## config.mk

```make
export PLATFORM = sky130hd
export DESIGN_NAME = legv8_control_unit
export DESIGN_NICKNAME = d
export VERILOG_FILES = /design/src/rtl/legv8_ctrl_pkg.sv /design/src/rtl/legv8_decode.sv /design/src/rtl/legv8_control_unit.sv
export SDC_FILE = /design/constraint.sdc
export NUM_CORES = 1
export LEC_CHECK = 0
export CORE_MARGIN = 1.5
export CORE_UTILIZATION = 25
export CTS_BUF_LIST = sky130_fd_sc_hd__clkbuf_16
export CTS_CLUSTER_SIZE = 40
export DETAILED_ROUTE_END_ITERATION = 7
export HOLD_SLACK_MARGIN = 0.12
export PLACE_DENSITY = 0.59
export RECOVER_POWER = 100
export SYNTH_ARGS = -nofsm -noshare
export SYNTH_HDL_FRONTEND = slang
export SYNTH_SLANG_ARGS = --single-unit
```

## constraint.sdc

```tcl
create_clock -name CLK -period 9.6 [get_ports CLK]
set_clock_uncertainty 0.1 [all_clocks]
set_input_delay 1.92 -clock CLK [delete_from_list [all_inputs] [get_ports CLK]]
set_output_delay 1.92 -clock CLK [all_outputs]
set_load 0.01 [all_outputs]
```

## src/rtl/legv8_ctrl_pkg.sv

```systemverilog
// Shared types and encodings for the LEGv8 multicycle control unit.
// Optional illegal-opcode trap is enabled with CU_ILLEGAL_TRAP_EN (see top).
package legv8_ctrl_pkg;

    typedef enum logic [2:0] {
        S_FETCH = 3'd0,
        S_EXEC  = 3'd1,
        S_MEM   = 3'd2,
        S_BRCHK = 3'd3,
        S_HALT  = 3'd4
    } state_e;

    typedef enum logic [3:0] {
        CLS_NOP   = 4'd0,
        CLS_RTYPE = 4'd1,
        CLS_ITYPE = 4'd2,
        CLS_LDUR  = 4'd3,
        CLS_STUR  = 4'd4,
        CLS_B     = 4'd5,
        CLS_CBZ   = 4'd6,
        CLS_CBNZ  = 4'd7,
        CLS_HLT   = 4'd8
    } inst_cls_e;

    localparam logic [10:0] OP11_ADD  = 11'h458;
    localparam logic [10:0] OP11_SUB  = 11'h658;
    localparam logic [10:0] OP11_AND  = 11'h450;
    localparam logic [10:0] OP11_ORR  = 11'h550;
    localparam logic [10:0] OP11_LDUR = 11'h7C2;
    localparam logic [10:0] OP11_STUR = 11'h7C0;
    localparam logic [9:0]  OP10_ADDI = 10'h244;
    localparam logic [9:0]  OP10_SUBI = 10'h344;
    localparam logic [7:0]  OP8_CBZ   = 8'hB4;
    localparam logic [7:0]  OP8_CBNZ  = 8'hB5;
    localparam logic [5:0]  OP6_B     = 6'h05;
    localparam logic [31:0] HLT_WORD  = 32'hFFFF_FFFF;

    localparam logic [4:0] FS_AND = 5'b00000;
    localparam logic [4:0] FS_ORR = 5'b00100;
    localparam logic [4:0] FS_ADD = 5'b01000;
    localparam logic [4:0] FS_SUB = 5'b01001;

    localparam logic [1:0] PS_HOLD = 2'b00;
    localparam logic [1:0] PS_INC  = 2'b01;
    localparam logic [1:0] PS_LOAD = 2'b10;
    localparam logic [1:0] PS_REL  = 2'b11;

    typedef struct packed {
        logic [4:0] sa;
        logic [4:0] sb;
        logic [4:0] da;
        logic       wr;
        logic [4:0] fs;
        logic       c0;
        logic       m;
        logic       en_alu;
        logic       en_addr_alu;
        logic       en_b;
        logic       en_pc;
        logic       en_addr_pc;
        logic       pc_sel;
        logic       br_sel;
        logic [1:0] ps;
        logic       rcs;
        logic       rwe;
        logic       roe;
        logic       sfl;
    } ctrl_word_t;

    localparam ctrl_word_t CW_DEFAULT = '0;

endpackage

```

## src/rtl/legv8_decode.sv

```systemverilog
// Combinational instruction classifier: IR -> class, ALU function and
// immediates already extended to the datapath width.
module legv8_decode
    import legv8_ctrl_pkg::*;
#(
    parameter int DW = 64
) (
    input  logic [31:0]   ir,
    output inst_cls_e     cls,
    output logic [4:0]    alu_fs,
    output logic          alu_c0,
    output logic [DW-1:0] imm12_k,
    output logic [DW-1:0] dt9_k,
    output logic [DW-1:0] imm19_k,
    output logic [DW-1:0] imm26_k
);

    assign imm12_k = {{(DW-12){1'b0}}, ir[21:10]};
    assign dt9_k   = {{(DW-9){ir[20]}}, ir[20:12]};
    assign imm19_k = {{(DW-19){ir[23]}}, ir[23:5]};
    assign imm26_k = {{(DW-26){ir[25]}}, ir[25:0]};

    // Opcode classification; HLT is matched on the full word first
    always_comb begin
        cls    = CLS_NOP;
        alu_fs = FS_AND;
        alu_c0 = 1'b0;
        if (ir == HLT_WORD) begin
            cls = CLS_HLT;
        end else if (ir[31:21] == OP11_ADD) begin
            cls    = CLS_RTYPE;
            alu_fs = FS_ADD;
        end else if (ir[31:21] == OP11_SUB) begin
            cls    = CLS_RTYPE;
            alu_fs = FS_SUB;
            alu_c0 = 1'b1;
        end else if (ir[31:21] == OP11_AND) begin
            cls    = CLS_RTYPE;
            alu_fs = FS_AND;
        end else if (ir[31:21] == OP11_ORR) begin
            cls    = CLS_RTYPE;
            alu_fs = FS_ORR;
        end else if (ir[31:21] == OP11_LDUR) begin
            cls    = CLS_LDUR;
            alu_fs = FS_ADD;
        end else if (ir[31:21] == OP11_STUR) begin
            cls    = CLS_STUR;
            alu_fs = FS_ADD;
        end else if (ir[31:22] == OP10_ADDI) begin
            cls    = CLS_ITYPE;
            alu_fs = FS_ADD;
        end else if (ir[31:22] == OP10_SUBI) begin
            cls    = CLS_ITYPE;
            alu_fs = FS_SUB;
            alu_c0 = 1'b1;
        end else if (ir[31:24] == OP8_CBZ) begin
            cls    = CLS_CBZ;
            alu_fs = FS_ADD;
        end else if (ir[31:24] == OP8_CBNZ) begin
            cls    = CLS_CBNZ;
            alu_fs = FS_ADD;
        end else if (ir[31:26] == OP6_B) begin
            cls = CLS_B;
        end else begin
            cls = CLS_NOP;
        end
    end

endmodule

```

## src/rtl/legv8_control_unit.sv

```systemverilog
// LEGv8 multicycle control unit: FSM plus control-word mux.
// Define CU_ILLEGAL_TRAP_EN to trap undecoded opcodes into HALT with illegal=1.
module legv8_control_unit
    import legv8_ctrl_pkg::*;
#(
    parameter int DW = 64
) (
    input  logic          CLK,
    input  logic          RST,
    input  logic          RUN,
    input  logic [31:0]   inst,
    input  logic [3:0]    PRESTAT,
    output logic [4:0]    SA,
    output logic [4:0]    SB,
    output logic [4:0]    DA,
    output logic          WR,
    output logic [4:0]    FS,
    output logic          C0,
    output logic [DW-1:0] K,
    output logic          M,
    output logic          EN_ALU,
    output logic          EN_ADDR_ALU,
    output logic          EN_B,
    output logic          EN_PC,
    output logic          EN_ADDR_PC,
    output logic          PC_SEL,
    output logic          BR_SEL,
    output logic [1:0]    PS,
    output logic          RCS,
    output logic          RWE,
    output logic          ROE,
    output logic          SFL,
    output logic          halted,
    output logic          illegal
);

    state_e        state_q, state_d;
    logic [31:0]   ir_q, ir_d;
    logic          illegal_q, illegal_d;
    ctrl_word_t    cw_s;
    logic [DW-1:0] k_s;
    inst_cls_e     cls_s;
    logic [4:0]    alu_fs_s;
    logic          alu_c0_s;
    logic [DW-1:0] imm12_k_s, dt9_k_s, imm19_k_s, imm26_k_s;
    logic [4:0]    rd_s, rn_s, rm_s;
    logic          unused_flags_s;

    // Only Z is consumed by the branch check
    assign unused_flags_s = ^PRESTAT[3:1];

    assign rd_s = ir_q[4:0];
    assign rn_s = ir_q[9:5];
    assign rm_s = ir_q[20:16];

    legv8_decode #(.DW(DW)) u_decode (
        .ir      (ir_q),
        .cls     (cls_s),
        .alu_fs  (alu_fs_s),
        .alu_c0  (alu_c0_s),
        .imm12_k (imm12_k_s),
        .dt9_k   (dt9_k_s),
        .imm19_k (imm19_k_s),
        .imm26_k (imm26_k_s)
    );

    // State, instruction and trap-flag registers
    always_ff @(posedge CLK) begin
        if (RST) begin
            state_q   <= S_FETCH;
            ir_q      <= 32'h0;
            illegal_q <= 1'b0;
        end else begin
            state_q   <= state_d;
            ir_q      <= ir_d;
            illegal_q <= illegal_d;
        end
    end

    // Next-state and control word; RST forces the default word in its own cycle
    always_comb begin
        state_d   = state_q;
        ir_d      = ir_q;
        illegal_d = illegal_q;
        cw_s      = CW_DEFAULT;
        k_s       = {DW{1'b0}};
        if (RST) begin
            cw_s = CW_DEFAULT;
            k_s  = {DW{1'b0}};
        end else begin
            case (state_q)
                S_FETCH: begin
                    if (RUN) begin
                        ir_d    = inst;
                        state_d = S_EXEC;
                    end else begin
                        state_d = S_FETCH;
                    end
                end
                S_EXEC: begin
                    state_d = S_FETCH;
                    case (cls_s)
                        CLS_RTYPE: begin
                            cw_s.sa = rn_s; cw_s.sb = rm_s; cw_s.da = rd_s;
                            cw_s.fs = alu_fs_s; cw_s.c0 = alu_c0_s;
                            cw_s.en_alu = 1'b1; cw_s.wr = 1'b1; cw_s.ps = PS_INC;
                        end
                        CLS_ITYPE: begin
                            cw_s.sa = rn_s; cw_s.da = rd_s; cw_s.m = 1'b1; k_s = imm12_k_s;
                            cw_s.fs = alu_fs_s; cw_s.c0 = alu_c0_s;
                            cw_s.en_alu = 1'b1; cw_s.wr = 1'b1; cw_s.ps = PS_INC;
                        end
                        CLS_LDUR: begin
                            cw_s.sa = rn_s; cw_s.m = 1'b1; k_s = dt9_k_s; cw_s.fs = FS_ADD;
                            cw_s.en_addr_alu = 1'b1; cw_s.rcs = 1'b1; cw_s.roe = 1'b1;
                            state_d = S_MEM;
                        end
                        CLS_STUR: begin
                            cw_s.sa = rn_s; cw_s.m = 1'b1; k_s = dt9_k_s; cw_s.fs = FS_ADD;
                            cw_s.en_addr_alu = 1'b1; cw_s.sb = rd_s; cw_s.en_b = 1'b1;
                            cw_s.rcs = 1'b1; cw_s.rwe = 1'b1; cw_s.ps = PS_INC;
                        end
                        CLS_B: begin
                            k_s = imm26_k_s; cw_s.br_sel = 1'b1; cw_s.pc_sel = 1'b1;
                            cw_s.ps = PS_REL;
                        end
                        CLS_CBZ, CLS_CBNZ: begin
                            // Pass Rt through the ALU so the datapath registers its Z flag
                            cw_s.sa = rd_s; cw_s.m = 1'b1; cw_s.fs = FS_ADD; cw_s.sfl = 1'b1;
                            state_d = S_BRCHK;
                        end
                        CLS_HLT: begin
                            state_d = S_HALT;
                        end
                        default: begin
`ifdef CU_ILLEGAL_TRAP_EN
                            illegal_d = 1'b1;
                            state_d   = S_HALT;
`else
                            cw_s.ps = PS_INC;
`endif
                        end
                    endcase
                end
                S_MEM: begin
                    cw_s.sa = rn_s; cw_s.m = 1'b1; k_s = dt9_k_s; cw_s.fs = FS_ADD;
                    cw_s.en_addr_alu = 1'b1; cw_s.rcs = 1'b1; cw_s.roe = 1'b1;
                    cw_s.da = rd_s; cw_s.wr = 1'b1; cw_s.ps = PS_INC;
                    state_d = S_FETCH;
                end
                S_BRCHK: begin
                    if (((cls_s == CLS_CBZ) && PRESTAT[0]) || ((cls_s == CLS_CBNZ) && !PRESTAT[0])) begin
                        k_s = imm19_k_s; cw_s.br_sel = 1'b1; cw_s.pc_sel = 1'b1;
                        cw_s.ps = PS_REL;
                    end else begin
                        cw_s.ps = PS_INC;
                    end
                    state_d = S_FETCH;
                end
                S_HALT: begin
                    state_d = S_HALT;
                end
                default: begin
                    state_d = S_FETCH;
                end
            endcase
        end
    end

    assign SA          = cw_s.sa;
    assign SB          = cw_s.sb;
    assign DA          = cw_s.da;
    assign WR          = cw_s.wr;
    assign FS          = cw_s.fs;
    assign C0          = cw_s.c0;
    assign K           = k_s;
    assign M           = cw_s.m;
    assign EN_ALU      = cw_s.en_alu;
    assign EN_ADDR_ALU = cw_s.en_addr_alu;
    assign EN_B        = cw_s.en_b;
    assign EN_PC       = cw_s.en_pc;
    assign EN_ADDR_PC  = cw_s.en_addr_pc;
    assign PC_SEL      = cw_s.pc_sel;
    assign BR_SEL      = cw_s.br_sel;
    assign PS          = cw_s.ps;
    assign RCS         = cw_s.rcs;
    assign RWE         = cw_s.rwe;
    assign ROE         = cw_s.roe;
    assign SFL         = cw_s.sfl;
    assign halted      = (state_q == S_HALT);
    assign illegal     = illegal_q;

endmodule

```

==> summary by stage, run 1 <==
Run status
The run finished, with violations left. The checks that failed: max-capacitance violations, max-slew violations.

CTS
In this run the number of H-tree levels came out at 2. The buffer cell driving the clock tree root is clkbuf_16. The number of instances resized during post-cts repair is 0. The number of buffers inserted by hold repair at cts is 0. After clock tree synthesis, the clock-pin slew on the worst setup and hold paths is approximately 0.05 ns. No sink is reached through more buffers than the 2 on the longest clock path. TritonCTS created 5 clock buffers. In this run the post-CTS setup repair buffer count came out at 0. The clock network latency to the later pin of the worst-skew pair is about 0.28 ns. The clock tree from TritonCTS is yes.

The number of sinks handled by clock tree synthesis is 35.

Synth
In the post-synthesis netlist, the biggest area contributors are dfxtp_1, buf_4, a21oi_1, nand2_1, nand3_1. The gate count of the mapped netlist is 454. Of the total synthesized cell area, the portion taken by XOR and XNOR cells is 0.

The dominant register cell in the synthesized netlist is dfxtp_1. The sequential area share after synthesis is 0.228. The number of distinct standard cells referenced by the synthesized netlist is 52.

A synthesized cell averages about 6.8 um2. Of the total synthesized cell area, the portion taken by AND, OR, NAND and NOR gates is 0.324. The number of enable-type register cells in the synthesized netlist is 0. The fraction of the mapped netlist area in compound gates was 0.273. The share of async-settable or async-resettable flops after synthesis is 0. The library cell with the largest summed area after synthesis is dfxtp_1.

The main combinational cell family by area after synthesis is simple AND/OR/NAND/NOR gates. The total standard cell area after synthesis is 0.00307 mm2. The portion of synthesized cell area occupied by the leading cell type is 0.228.

Of the total synthesized cell area, the portion taken by full adders, half adders and majority gates is 0. Synthesis inferred 35 register bits. After synthesis, the share of cell area in mux cells is 0.00488. The count of yosys warnings during synthesis is 0.

Pwr
The sequential share of power is 0.452. For this design the total switching power over the nets is 109 uW. For this design the ratio of total power to cell area is between 80 and 90 mW/mm2. The cell-internal power is approximately 270 uW. The switching share of power is 0.285. The share of total power dissipated in the clock network is 0.403. Of the total power, combinational logic draws 0.144. The worst-case IR drop observed on VDD is about 0.000059 V. Summed over all cells, the static leakage comes to 1.61 nW.

Timing
Setup repair after global routing left no endpoint under its margin. Of the available clock period, the critical path in the final layout requires 0.812. The clock period minus worst slack is 7.80 ns. The hold violation count in the final report is 0. In this run the tightest slew margin relative to its limit is -0.557. Setup violations remaining at the end of the flow were counted as 0. The tightest hold path in the finished design has a slack of 0.419 ns. For the final routed database, the setup TNS stands at 0 ns. The number of pins with negative max-slew slack in the final report is 57. The maximum achievable frequency is about 130 MHz. The slew of the pin with the lowest slew margin is 2.34 ns.

Global route
The met2 global-route usage is 0.264. The number of antenna violations at the first check in global routing is 0. met2 is the most crowded layer. In the global route stage, met1 resource usage came out at 0.218. The pin count of the biggest net entering global routing is between 50 and 60. The total overflow reported by the global router is 0.

The number of global-route vias before repair is about 3.2k. For this run, global-route usage on met3 was measured as 0.0452. The first global-routing pass estimated 17100 um of wire.

The total routing usage reported by global routing is 0.165.

Detailed routing
The wire length after detailed routing is 11100 um. The detail-routed via count per cell is 5.31. The routed layout has approximately 3.5k vias.

The total iterations of the first detailed-routing run is 5. Once detail routing completed, the nets flagged for antenna violations numbered 0. The detail-routed net length per standard cell is ~17 um.

After detailed routing, the number of remaining DRC violations is 0. The count of routing violations after the opening detailed-route iteration is 251.

Critical path
The critical register-to-register path endpoint is ir_q[7]. The data required time at the worst endpoint is around 7.6 ns. Following the worst setup path forward leads to its endpoint at SA[0]. Along the worst path, the maximum fanout reaches 56. Data arrives at the worst endpoint at between 5 and 6 ns.

The logic depth of the worst register-to-register path is 4. The worst setup path category is input pin to primary output. The critical path starts at RST. The startpoint identified for the worst register-to-register timing path is state_q[2]. The critical path startpoint category is an input pin. The reg2reg setup slack is 7.46 ns. The worst setup path is captured at a primary output.

Floorplan
The chip height is approximately 110 um. The die area is about 0.013 mm2. The floorplan die width is roughly 110 um. In this run the core area contains 40 standard-cell rows. After floorplanning, the core was sized to cover approximately 0.012 mm2. For this configuration, the core starts out at a cell density of 0.256.

approximately 140 I/O pins were placed.

Layout
In the final layout, the share of cells above drive strength 1 is 0.0442. The area of combinational cells with multiple inputs is 0.00186 mm2. Relative to the synthesized area, the layout overhead comes to 38.5%. The repair_antennas step left the layout with diodes totalling 0. The number of inserted filler cells in the final layout is 1291. The register area is ~700 um2. The net count of the finished layout is ~560.

Place
The number of port buffers is 132. The HPWL after detailed placement is 7950 um. The congestion estimate from routability-driven global placement came to approximately 0.87.

Min path
The path class of the tightest hold or removal check is flip-flop to flip-flop.

Run
The tool flagged a number of max-cap violations equal to 1.
-- synthesized netlist by cell type, drive strengths merged, types with 4 or more instances --
master    n
nand2    81
a21oi    71
buf      58
dfxtp    35
o21ai    28
clkbuf   25
nand3    24
nor2     17
nand4    16
a22o     10
nand2b   10
nor3      7
and2      6
o21bai    6
a21boi    5
and3      5
a22oi     4
a2bb2oi   4
inv       4
nor3b     4
nor4      4
-- placed cells by master (no fill, tap or decap), types with 2 or more instances in the layout --
cell	netlist	final
a21boi_0	5	5
a21oi_1	69	69
a21oi_2	2	2
a22o_1	10	10
a22oi_1	4	4
a2bb2oi_1	4	4
and2_0	0	4
and2_1	6	2
and3_1	5	5
and3b_1	3	3
buf_4	47	5
clkbuf_16	0	5
clkdlybuf4s50_1	0	54
conb_1	1	5
dfxtp_1	35	35
dlygate4sd3_1	0	78
inv_1	4	4
nand2_1	81	81
nand2b_1	10	10
nand3_1	24	24
nand3b_1	3	3
nand4_1	16	16
nor2_1	16	16
nor3_1	5	6
nor3b_1	2	3
nor4_1	4	4
o21ai_0	12	14
o21ai_1	16	14
o21bai_1	6	6
o31ai_1	2	2
-- sequential cells by signal, indices dropped and copies added (netlist names) --
register  cells
state_q       3
ir_q         32
-- worst max-delay path, stage by stage --
cell and delay (ns):
clkdlybuf4s50_1 0.45, clkbuf_1 1.66, nand2b_1 0.62, nor2_1 0.22, a22o_1 0.29, dlygate4sd3_1 0.61
-- how the worst min path moves through the flow --
stage	start	end	depth (start not counted)
3_3_place_gp	ir_q[6]	ir_q[6]	2
6_report	ir_q[6]	ir_q[6]	2
5_1_grt	ir_q[6]	ir_q[6]	2
3_5_place_dp	ir_q[6]	ir_q[6]	2
4_1_cts	ir_q[6]	ir_q[6]	2
2_1_floorplan	ir_q[6]	ir_q[6]	2
-- cell families (layout without fill, tap and decap cells) --
| family | after synthesis | after routing |
|---|---|---|
| flip-flops | 35 | 35 |
| multiplexers | 1 | 1 |
| AND/OR/NAND/NOR | 190 | 190 |
| buffers and inverters | 87 | 149 |
| other | 1 | 5 |
| AO/OA/AOI/OAI | 140 | 140 |
-- power groups by stage --
stage / sequential [mW] / clock [mW] / combinational [mW]
2_1_floorplan: 0.165 / 0 / 0.0362
3_3_place_gp: 0.175 / 0 / 0.0539
3_5_place_dp: 0.175 / 0 / 0.0553
4_1_cts: 0.172 / 0.155 / 0.0554
5_1_grt: 0.174 / 0.160 / 0.0606
6_report: 0.172 / 0.154 / 0.0550
-- metal layers --
metal / part of all wire / wire (um)
met2: 0.45 / 4950
met4: 0.017 / 188
met1: 0.42 / 4700
met3: 0.11 / 1240
met5: 0 / 0
-- metrics by stage --
stage | instance area [um2] | setup WS (ns) | std cells | utilization | power, mW
detailed placement | 4150 | 3.14 | 660 | 0.345 | 0.230
global placement | 4150 | 3.17 | 660 | 0.345 | 0.229
floorplan | 3090 | 2.96 | 458 | - | 0.201
CTS | 4280 | 3.13 | 667 | 0.357 | 0.382
global route | 4260 | 1.48 | 667 | 0.355 | 0.394
finish | 4260 | 1.80 | 667 | 0.355 | 0.381
-- cell type report --
type                            instances  area share
Multi-Input combinational cell        336       0.437
Timing Repair Buffer                  138       0.320
Sequential cell                        35       0.165
Tap cell                              147      0.0432
Clock buffer                            5      0.0294
Inverter                                4     0.00353
Clock inverter                          2     0.00206
Power figures use the tool's default switching activity.
==> run 2: changes to the inputs <==
- clock period: 9.6 -> 8.1 ns (I/O delays scaled with it)
==> run 2 against run 1 <==
Compared with the run above:
- non-clock buffer count is the same
- utilization fell by 0.25 points
- first-iteration DRC count shrank 5.6%
- via count up 1.0%
- sequential share of layout area up 0.12 points
- global-route usage increased by 0.15 points
- count of clock-buffer cells in the layout unchanged
- combinational power grew 17%
- die area unchanged
- the flow still finishes with violations (max-capacitance violations, max-slew violations)
- sequential cell count unchanged
- register-to-register slack got worse by 2.6 ns
- routed wire length rose by 1.1%
==> summary by stage, run 2 (synthesis results as in run 1) <==
Global route
The total routing usage reported by global routing is 0.167 (+0.00146). The number of global-route vias before repair is 3249 (+1.9%). The total overflow reported by the global router is 0 (unchanged). The wire length of the first global-routing pass was 17200 um (+0.53%).

The number of antenna violations at the first check in global routing was 0 (unchanged). The pin count of the biggest net entering global routing is 40 (-30%).

CTS
The CTS H-tree depth came to 2 (unchanged). The post-CTS setup repair buffer count is 0 (unchanged). The clock network latency to the later pin of the worst-skew pair came to 0.28 ns (about the same). The number of buffers inserted by hold repair at cts is 0 (unchanged).

The clock tree from TritonCTS is yes. The number of instances resized during post-cts repair is 0 (unchanged). The number of sinks handled by clock tree synthesis is 35 (unchanged). The clock slew seen by the registers of the worst setup and hold paths is 0.06 ns (about the same). The TritonCTS buffer count was 5 (unchanged). The buffer cell driving the clock tree root is clkbuf_16.

The largest buffer count on any clock path is 2 (unchanged).

Timing
Setup repair after global routing left no endpoint under its margin. The tightest hold margin is 0.420 ns (+0.000800 ns). Timing would allow up to 151 MHz. The slew of the pin with the lowest slew margin is 1.89 ns (-0.447 ns). The setup total negative slack was 0 ns (unchanged). The clock period minus worst slack is about 6.6 ns. The relative slew slack was -0.277 (+0.280). The final worst slack is 1.46 ns (-0.345 ns). The number of pins with negative max-slew slack in the final report was 26 (-54%). Of the available clock period, the critical path in the final layout requires 0.820. The final count of negative-setup-slack endpoints is 0 (unchanged). The hold violation count in the final report came to 0 (unchanged).

Pwr
The power density relative to cell area is 107 mW/mm2 (+20%). The cell-internal power came to 322 uW (+18%). The power share of the combinational group was 0.142 (-0.002).

The reported leakage power is 1.59 nW (-1.6%). The largest vdd supply drop is 0.0000839 V (+41%). The switching share of power is 0.288 (+0.00362).

The fraction of power consumed by the clock network is 0.408 (+0.005). The power after layout is 453 uW (+19%). The switching power summed over all nets is 131 uW (+20%). The sequential share of power is 0.450 (-0.002).

Layout
The register bank with the most flops is ir_q. The share of cells above drive strength 1 is 0.0326 (-0.0116). The library cells used most frequently in the layout, excluding fill and tap cells, are nand2_1, dlygate4sd3_1, a21oi_1, clkdlybuf4s50_1, dfxtp_1.

The number of diodes came to 0 (unchanged). The area of all placed cells without fillers is 0.00423 mm2 (-0.70%). The area overhead of the layout relative to synthesis is 37.6%. The library cell used most frequently in the layout, excluding fill and tap cells, is nand2_1. The utilization after layout came to 0.352 (-0.00250).

The number of flip-flops under the largest register name is 32 (unchanged). The largest registers in the layout are ir_q (32), state_q (3). The non-filler instance count after layout is 668 (+0.15%). The net total in the final layout is 559 (unchanged).

Critical path
The logic depth of the worst register-to-register path is 4 (unchanged). The data arrival time of the critical path was 4.92 ns (-0.86 ns). The maximum fanout encountered on the critical timing path was 39 (-30%). STA classifies the critical path startpoint as a flip-flop.

The critical register-to-register path endpoint is ir_q[1]. The reg2reg setup slack is 4.87 ns (-2.59 ns). The data required time at the worst endpoint came to 6.38 ns (-1.20 ns). The worst flop-to-flop path startpoint is state_q[2]. The setup path with the least slack is of type flip-flop to primary output. STA classifies the critical path endpoint as a primary output.

The first element of the critical path is ir_q[22].

Floorplan
The floorplan die width is 114 um (unchanged). The number of placement rows was 40 (unchanged). The top-level I/O count is 141 (unchanged).

The initial standard-cell utilization of the core came to 0.256 (unchanged). The chip height is 114 um (unchanged). The die area is 0.0130 mm2 (unchanged). The total core area is 0.0120 mm2 (unchanged).

Min path
The number of cells traversed by the worst hold path was 2 (unchanged). For hold timing, the worst endpoint is ir_q[6]. The startpoint identified for the worst hold timing path is ir_q[6]. The worst hold path belongs to the class flip-flop to flip-flop.

Detailed routing
The total number of vias is 3578 (+1.0%). The post-route antenna net violation count was 0 (unchanged). The wire length after detailed routing came to 11200 um (+1.1%). The detail-routed via count per cell came to 5.36 (+0.87%). The total iterations of the first detailed-routing run is 5 (unchanged). The final routed DRC violation total is 0 (unchanged). The detail-routed net length per standard cell is 16.8 um (+0.94%).

The count of routing violations after the opening detailed-route iteration is 237 (-5.6%).

Place
The weighted congestion reported at the end of routability-driven placement is 0.852 (-1.5%). The final HPWL from detailed placement is 8110 um (+2.1%). The placed instance count was 660 (unchanged). The number of port buffers came to 132 (unchanged).

The placement-stage worst setup slack is 1.91 ns (-1.22 ns). The standard cell area after detailed placement is 0.00415 mm2 (unchanged).

Run
The total of max-cap violations is 2 (+1).

Run status
The flow ran to the end, but the final reports show violations. The checks that failed: max-capacitance violations, max-slew violations.
==> run 2: worst max-delay path by stage <==
| stage | end | depth (start not counted) |
|---|---|---|
| floorplan | K[26] | 5 |
| global placement | SB[1] | 5 |
| detailed placement | SB[1] | 5 |
| CTS | SB[1] | 5 |
| global route | K[54] | 7 |
| finish | K[35] | 7 |
==> run 2: layout make-up <==
type | instances | area, um2
clock buffer | 5 | 125
multi-input combinational | 336 | 1840
clock inverter | 3 | 12.5
inverter | 4 | 15.0
tap | 147 | 184
timing repair buffer | 138 | 1350
sequential | 35 | 701
fill | 1272 | 7780
==> run 2: per-layer routing <==
layer | wire length (um) | track usage | vias up
met5 | 0 | 0 | -
li1 | - | - | 1685
met1 | 4970 | 0.228 | 1681
met2 | 5140 | 0.274 | 205
met4 | 106 | 0.0433 | 0
met3 | 973 | 0.0266 | 7
==> run 2: worst max-delay path, cell delays in order, from the launching register on <==
cell	delay, ns
dfxtp_1	0.42
nor4b_1	1.57
o2111a_1	0.55
nor3_1	0.12
mux2_4	0.36
a21oi_2	0.13
clkbuf_1	0.75
dlygate4sd3_1	0.73
==> run 2: power groups by stage <==
stage	Clock [mW]	Combinational (mW)	Sequential, mW
finish	0.185	0.0641	0.204
CTS	0.185	0.0659	0.203
global placement	0	0.0639	0.207
floorplan	0	0.0430	0.196
detailed placement	0	0.0657	0.207
global route	0.194	0.0703	0.205
